**config.mk**
```make
export PLATFORM = sky130hd
export DESIGN_NAME = rgb_layer_mux
export DESIGN_NICKNAME = d
export VERILOG_FILES = /design/src/rtl/rgb_pkg.sv /design/src/rtl/frame_blink_timer.sv /design/src/rtl/rgb_layer_mux.sv
export SDC_FILE = /design/constraint.sdc
export NUM_CORES = 1
export LEC_CHECK = 0
export CORE_ASPECT_RATIO = 0.9
export CORE_UTILIZATION = 44
export DETAILED_ROUTE_END_ITERATION = 10
export GPL_TIMING_DRIVEN = 0
export PLACE_DENSITY_LB_ADDON = 0.05
export SLEW_MARGIN = 20
export SYNTH_ARGS = -nofsm -noshare
export SYNTH_HDL_FRONTEND = slang
export SYNTH_HIERARCHICAL = 1
export SYNTH_SLANG_ARGS = --single-unit
```
**constraint.sdc**
```tcl
create_clock -name clk -period 1.7 [get_ports clk]
set_clock_uncertainty 0.15 [all_clocks]
set_input_delay 0.255 -clock clk [delete_from_list [all_inputs] [get_ports clk]]
set_output_delay 0.255 -clock clk [all_outputs]
set_load 0.02 [all_outputs]
```
**src/rtl/rgb_pkg.sv**
```systemverilog
// rgb_pkg: shared colour/sync defaults for the VGA pixel output stage
package rgb_pkg;
    localparam int COLOR_W = 8;
    localparam logic [COLOR_W-1:0] BLACK = '0;
    localparam logic [COLOR_W-1:0] TRANSP_KEY = 8'hE3;
    localparam logic SYNC_IDLE = 1'b1;
endpackage

```
**src/rtl/frame_blink_timer.sv**
```systemverilog
// frame_blink_timer: counts vsync falling edges and toggles blink_phase_o every BLINK_FRAMES frames
// Ports: clk, reset (sync, active-high), vsync_i (raw vsync), blink_phase_o (1 = blinking layers shown)
module frame_blink_timer
    import rgb_pkg::*;
#(
    parameter int   BLINK_FRAMES = 30,
    parameter logic SYNC_IDLE    = rgb_pkg::SYNC_IDLE
) (
    input  logic clk,
    input  logic reset,
    input  logic vsync_i,
    output logic blink_phase_o
);
    localparam int CNT_W = BLINK_FRAMES > 1 ? $clog2(BLINK_FRAMES) : 1;
    localparam logic [CNT_W-1:0] LAST = CNT_W'(BLINK_FRAMES - 1);

    logic             vsync_q;
    logic [CNT_W-1:0] cnt_q, cnt_d;
    logic             phase_q, phase_d;
    logic             tick, wrap;

    always_comb begin
        tick    = vsync_q & ~vsync_i;
        wrap    = tick && (cnt_q == LAST);
        cnt_d   = tick ? (wrap ? '0 : cnt_q + CNT_W'(1)) : cnt_q;
        phase_d = phase_q ^ wrap;
    end

    // Edge detector loads the idle level so leaving reset never fakes a tick.
    always_ff @(posedge clk) begin
        if (reset) begin
            vsync_q <= SYNC_IDLE;
            cnt_q   <= '0;
            phase_q <= 1'b1;
        end else begin
            vsync_q <= vsync_i;
            cnt_q   <= cnt_d;
            phase_q <= phase_d;
        end
    end

    assign blink_phase_o = phase_q;
endmodule

```
**src/rtl/rgb_layer_mux.sv**
```systemverilog
// rgb_layer_mux: two-stage priority merge of overlay layers with transparency, blink and blanking
// Ports: clk, reset (sync, active-high); video_on/hsync_in/vsync_in from the sync generator;
//        layer_color/layer_en/layer_blink per layer, bg_color fallback;
//        rgb, hsync_out, vsync_out, video_on_out all delayed by exactly 2 cycles.
module rgb_layer_mux
    import rgb_pkg::*;
#(
    parameter int                    COLOR_W      = rgb_pkg::COLOR_W,
    parameter int                    NUM_LAYERS   = 4,
    parameter logic [COLOR_W-1:0]    TRANSP_KEY   = rgb_pkg::TRANSP_KEY,
    parameter int                    BLINK_FRAMES = 30,
    parameter logic                  SYNC_IDLE    = rgb_pkg::SYNC_IDLE
) (
    input  logic                          clk,
    input  logic                          reset,
    input  logic                          video_on,
    input  logic                          hsync_in,
    input  logic                          vsync_in,
    input  logic [NUM_LAYERS*COLOR_W-1:0] layer_color,
    input  logic [NUM_LAYERS-1:0]         layer_en,
    input  logic [NUM_LAYERS-1:0]         layer_blink,
    input  logic [COLOR_W-1:0]            bg_color,
    output logic [COLOR_W-1:0]            rgb,
    output logic                          hsync_out,
    output logic                          vsync_out,
    output logic                          video_on_out
);
    logic                          von_q, hs_q, vs_q;
    logic [NUM_LAYERS*COLOR_W-1:0] color_q;
    logic [NUM_LAYERS-1:0]         en_q, blink_q;
    logic [COLOR_W-1:0]            bg_q;
    logic [COLOR_W-1:0]            sel, rgb_d, rgb_q;
    logic                          von2_q, hs2_q, vs2_q;
    logic                          blink_phase;

    frame_blink_timer #(
        .BLINK_FRAMES (BLINK_FRAMES),
        .SYNC_IDLE    (SYNC_IDLE)
    ) u_timer (
        .clk           (clk),
        .reset         (reset),
        .vsync_i       (vsync_in),
        .blink_phase_o (blink_phase)
    );

    // Walk from the highest index down so the lowest visible index is written last and wins.
    always_comb begin
        sel = bg_q;
        for (int i = NUM_LAYERS - 1; i >= 0; i--)
            if (en_q[i] && color_q[i*COLOR_W +: COLOR_W] != TRANSP_KEY && (!blink_q[i] || blink_phase))
                sel = color_q[i*COLOR_W +: COLOR_W];
        rgb_d = von_q ? sel : COLOR_W'(BLACK);
    end

    always_ff @(posedge clk) begin
        if (reset) begin
            von_q   <= 1'b0;
            hs_q    <= SYNC_IDLE;
            vs_q    <= SYNC_IDLE;
            color_q <= '0;
            en_q    <= '0;
            blink_q <= '0;
            bg_q    <= '0;
            rgb_q   <= COLOR_W'(BLACK);
            von2_q  <= 1'b0;
            hs2_q   <= SYNC_IDLE;
            vs2_q   <= SYNC_IDLE;
        end else begin
            von_q   <= video_on;
            hs_q    <= hsync_in;
            vs_q    <= vsync_in;
            color_q <= layer_color;
            en_q    <= layer_en;
            blink_q <= layer_blink;
            bg_q    <= bg_color;
            rgb_q   <= rgb_d;
            von2_q  <= von_q;
            hs2_q   <= hs_q;
            vs2_q   <= vs_q;
        end
    end

    assign rgb          = rgb_q;
    assign hsync_out    = hs2_q;
    assign vsync_out    = vs2_q;
    assign video_on_out = von2_q;
endmodule

```
==> impl_summary.txt <==
----------------------------------------------------
[Run status]
  Outcome ... finished with violations
  Violated checks ... setup timing

[Setup path]
  Setup crit start kind ... flip-flop
  Critical path data arrival time ... 1.83 ns
  Setup slack of the most critical reg-to-reg path ... -0.01 ns
  Critical path type ... flip-flop to flip-flop
  Critical Path Source ... color_q[2]$_SDFF_PP0_
  FF-to-FF Start ... color_q[2]$_SDFF_PP0_
  Largest driver fanout on the critical path ... 8
  Critical R2R Capture ... rgb[2]$_SDFF_PP0_
  Kind of capture point of the worst setup path ... flip-flop
  Worst reg2reg path depth ... 6
  Crit path capture ... rgb[2]$_SDFF_PP0_
  Required @ worst endpoint ... 1.82 ns

[Global routing]
  All-Layer GR Usage ... 0.188
  Global-route wire length before repair ... 8640 um
  Initial antenna violation count ... 0
  Overflow left after global routing ... 0
  Via count of the first global-routing pass ... 1840
  Pin count of the biggest net entering global routing ... 11

[Layout]
  Most frequent standard cell in the layout excluding fill and tap cells ... sky130_fd_sc_hd__dfxtp_1
  Sequential Area ... 1390 um^2
  Number of non-filler instances in the completed layout ... 397
  Layout Area Growth over Synthesis ... 35.7%
  Fill cell count ... 491
  Multi-input gate area in the final layout ... 1140 um^2
  Antenna cells ... 0
  # nets final ... 377
  Highest-count cells in the layout ignoring fill and taps ... sky130_fd_sc_hd__dfxtp_1, sky130_fd_sc_hd__clkdlybuf4s50_1, sky130_fd_sc_hd__nor2b_1
  Layout cell share with drive strength beyond 1 ... 0.165
  Design area ... 3560 um^2

[Route]
  # DRC ... 0
  DR pass1 iterations ... 4
  Count of routing violations after the opening detailed-route iteration ... 82
  Via count ... 1970
  Total length of routed wires ... 5330 um
  Routed vias/inst ... 4.96
  Antenna viol nets, final ... 0
  Routed len/inst ... 13.4 um

[STA]
  Period Utilization, post-route ... 1.01
  F_max ... 584 MHz
  Final hold violation count ... 0
  Final sum of negative setup slack ... -0.0312 ns
  RSZ-0062 raised after global routing ... true
  Actual slew at the worst max-slew pin ... 0.422 ns
  Crit path time final ... 1.71 ns
  Post-route worst hold slack ... 0.265 ns
  Post-route worst setup slack ... -0.0117 ns
  Final setup violation count ... 4
  Max-slew headroom ... 0.719
  Number of slew-limit violations in the final report ... 0

[Floorplan]
  Die Width ... 83.4 um
  Core Box Area ... 5730 um^2
  Std-Cell Rows ... 26
  Initial Utilization ... 0.458
  Vert. Die Dim ... 75.3 um
  Floorplan die area ... 6280 um^2
  Number of top-level pins ... 64

[Clock tree]
  Source-to-sink clock delay at the later pin of the worst-skew pair ... 0.34 ns
  Sink Count ... 69
  Depth of the CTS H-tree ... 3
  Library cell used as clock root buffer ... sky130_fd_sc_hd__clkbuf_8
  Maximum root-to-sink buffer count ... 2
  CTS tree ... built
  Clock transition at path regs ... 0.06 ns
  Number of buffers inserted during clock tree synthesis ... 9

[Min path]
  Hold crit path type ... flip-flop to flip-flop

[Logic synthesis]
  Synth cell types ... 39
  Top FF cell, synth ... sky130_fd_sc_hd__dfxtp_1
  Number of warnings printed during yosys synthesis ... 6
  Top cells by area, synth ... sky130_fd_sc_hd__dfxtp_1, sky130_fd_sc_hd__nor2b_1, sky130_fd_sc_hd__o211ai_1, sky130_fd_sc_hd__or2_2, sky130_fd_sc_hd__a32o_1
  Average cell area after synthesis ... 10.8 um^2
  Number of synthesized register bits ... 69
  Number of instances in the synthesized netlist ... 244
  Post-synthesis sequential area ratio ... 0.526
  Post-synth design cell area ... 2630 um^2
  Cell type contributing the most total cell area after synthesis ... sky130_fd_sc_hd__dfxtp_1
  Area fraction of the dominant cell type after synthesis ... 0.526
  Number of enable flip-flop cells after synthesis ... 0
  Net count after synthesis ... 299
  Share of flip-flops with an asynchronous set or reset after synthesis ... 0

[Placed design]
  Number of port buffers ... 63
  HPWL reported at the end of detailed placement ... 3950 um
  Placed Area ... 3340 um^2
  Count of placed standard cells including taps ... 377
  Placer Congestion ... 0.829

[Power and ir drop]
  Static Leak ... 1.41 nW
  Overall Power ... 3.16 mW
  PD cells ... 886 nW/um^2
  Worst vdd ir ... 0.662 mV

[Job]
  Max-cap violation count ... 0

----------------------------------------------------
## routing by layer
layer | track usage | up-vias | routed length (um)
met2 | 0.323 | 52 | 2550
li1 | - | 1024 | -
met5 | 0 | - | 0
met4 | 0.0621 | 0 | 76
met3 | 0.0746 | 8 | 274
met1 | 0.220 | 886 | 2430
## synthesized netlist by cell type, types with 2 or more instances
library cell	count
sky130_fd_sc_hd__nand2_1	3
sky130_fd_sc_hd__buf_6	2
sky130_fd_sc_hd__nand4bb_1	3
sky130_fd_sc_hd__nor2b_1	51
sky130_fd_sc_hd__clkbuf_1	8
sky130_fd_sc_hd__nor3_1	2
sky130_fd_sc_hd__or3_1	3
sky130_fd_sc_hd__dfxtp_1	69
sky130_fd_sc_hd__a32o_1	8
sky130_fd_sc_hd__o211ai_1	12
sky130_fd_sc_hd__o31ai_1	5
sky130_fd_sc_hd__a21oi_1	4
sky130_fd_sc_hd__and3_1	3
sky130_fd_sc_hd__inv_1	15
sky130_fd_sc_hd__o2111ai_1	5
sky130_fd_sc_hd__nand4b_1	3
sky130_fd_sc_hd__nand3_1	2
sky130_fd_sc_hd__o221ai_1	6
sky130_fd_sc_hd__nand2b_1	3
sky130_fd_sc_hd__or2_2	13
sky130_fd_sc_hd__mux2_2	3
sky130_fd_sc_hd__buf_2	2
sky130_fd_sc_hd__ha_1	2
sky130_fd_sc_hd__o211a_1	2
## worst min-delay path by stage
stage	from	slack, ns	endpoint	depth (start not counted)
floorplan	reset	0.17	u_timer/cnt_q[0]$_SDFFE_PP0P_	1
global placement	hs_q$_SDFF_PP1_	0.24	hsync_out$_SDFF_PP1_	1
detailed placement	vs_q$_SDFF_PP1_	0.25	vsync_out$_SDFF_PP1_	1
CTS	vs_q$_SDFF_PP1_	0.27	vsync_out$_SDFF_PP1_	1
global route	vs_q$_SDFF_PP1_	0.28	vsync_out$_SDFF_PP1_	1
finish	hs_q$_SDFF_PP1_	0.26	hsync_out$_SDFF_PP1_	1
## logic make-up (layout without fill, tap and decap cells)
kind of cell | Yosys count | count (layout) | share of synthesized area
simple gates | 95 | 95 | 0.260
flops | 69 | 69 | 0.526
compound gates | 47 | 47 | 0.145
buf+inv | 28 | 111 | 0.0467
mux | 3 | 3 | 0.0129
fa+ha+maj | 2 | 2 | 0.00953
## area by class of cell
cell class,instances,share of cell area
multi-input combinational,147,0.319
clock buffer,14,0.0400
inverter,16,0.0169
sequential,69,0.390
clock inverter,2,0.00281
buffer,11,0.0186
timing repair buffer,68,0.188
tap,70,0.0246
## critical path, stage by stage (launching register included)
cell	delay, ns
sky130_fd_sc_hd__dfxtp_2	0.32
sky130_fd_sc_hd__nand4bb_4	0.21
sky130_fd_sc_hd__o211a_1	0.24
sky130_fd_sc_hd__buf_6	0.14
sky130_fd_sc_hd__nor4bb_4	0.27
sky130_fd_sc_hd__buf_6	0.16
sky130_fd_sc_hd__a32o_2	0.17
## power by group
part	internal, mW	switching (mW)	total (mW)
sequential	1.69	0.0425	1.74
combinational	0.219	0.126	0.345
clock	0.528	0.547	1.07
## what timing repair did
| item | in CTS | in global routing |
|---|---|---|
| pin swaps | 3 | 3 |
| cloned | 1 | 0 |
| hold endpoints to repair | 0 | 0 |
| hold buffers | 0 | 0 |
| setup buffers | 4 | 0 |
| endpoints found under the setup margin | 8 | 45 |
| resized for setup | 10 | 11 |
## registers in the layout (all words and copies together), names as in the netlist
name,cells
bg_q,8
blink_q,4
color_q,32
en_q,4
hs_q,1
hsync_out,1
rgb,8
u_timer/blink_phase_o,1
u_timer/cnt_q,5
u_timer/vsync_q,1
video_on_out,1
von_q,1
vs_q,1
vsync_out,1
## metrics by stage
| stage | worst slack (ns) | util |
|---|---|---|
| 3_3_place_gp | -0.319 | 0.584 |
| 4_1_cts | -0.0246 | 0.621 |
| 3_5_place_dp | -0.348 | 0.584 |
| 2_1_floorplan | 0.0562 | - |
| 6_report | -0.0117 | 0.622 |
| 5_1_grt | -0.105 | 0.622 |
(Power assumes the default switching activity.)
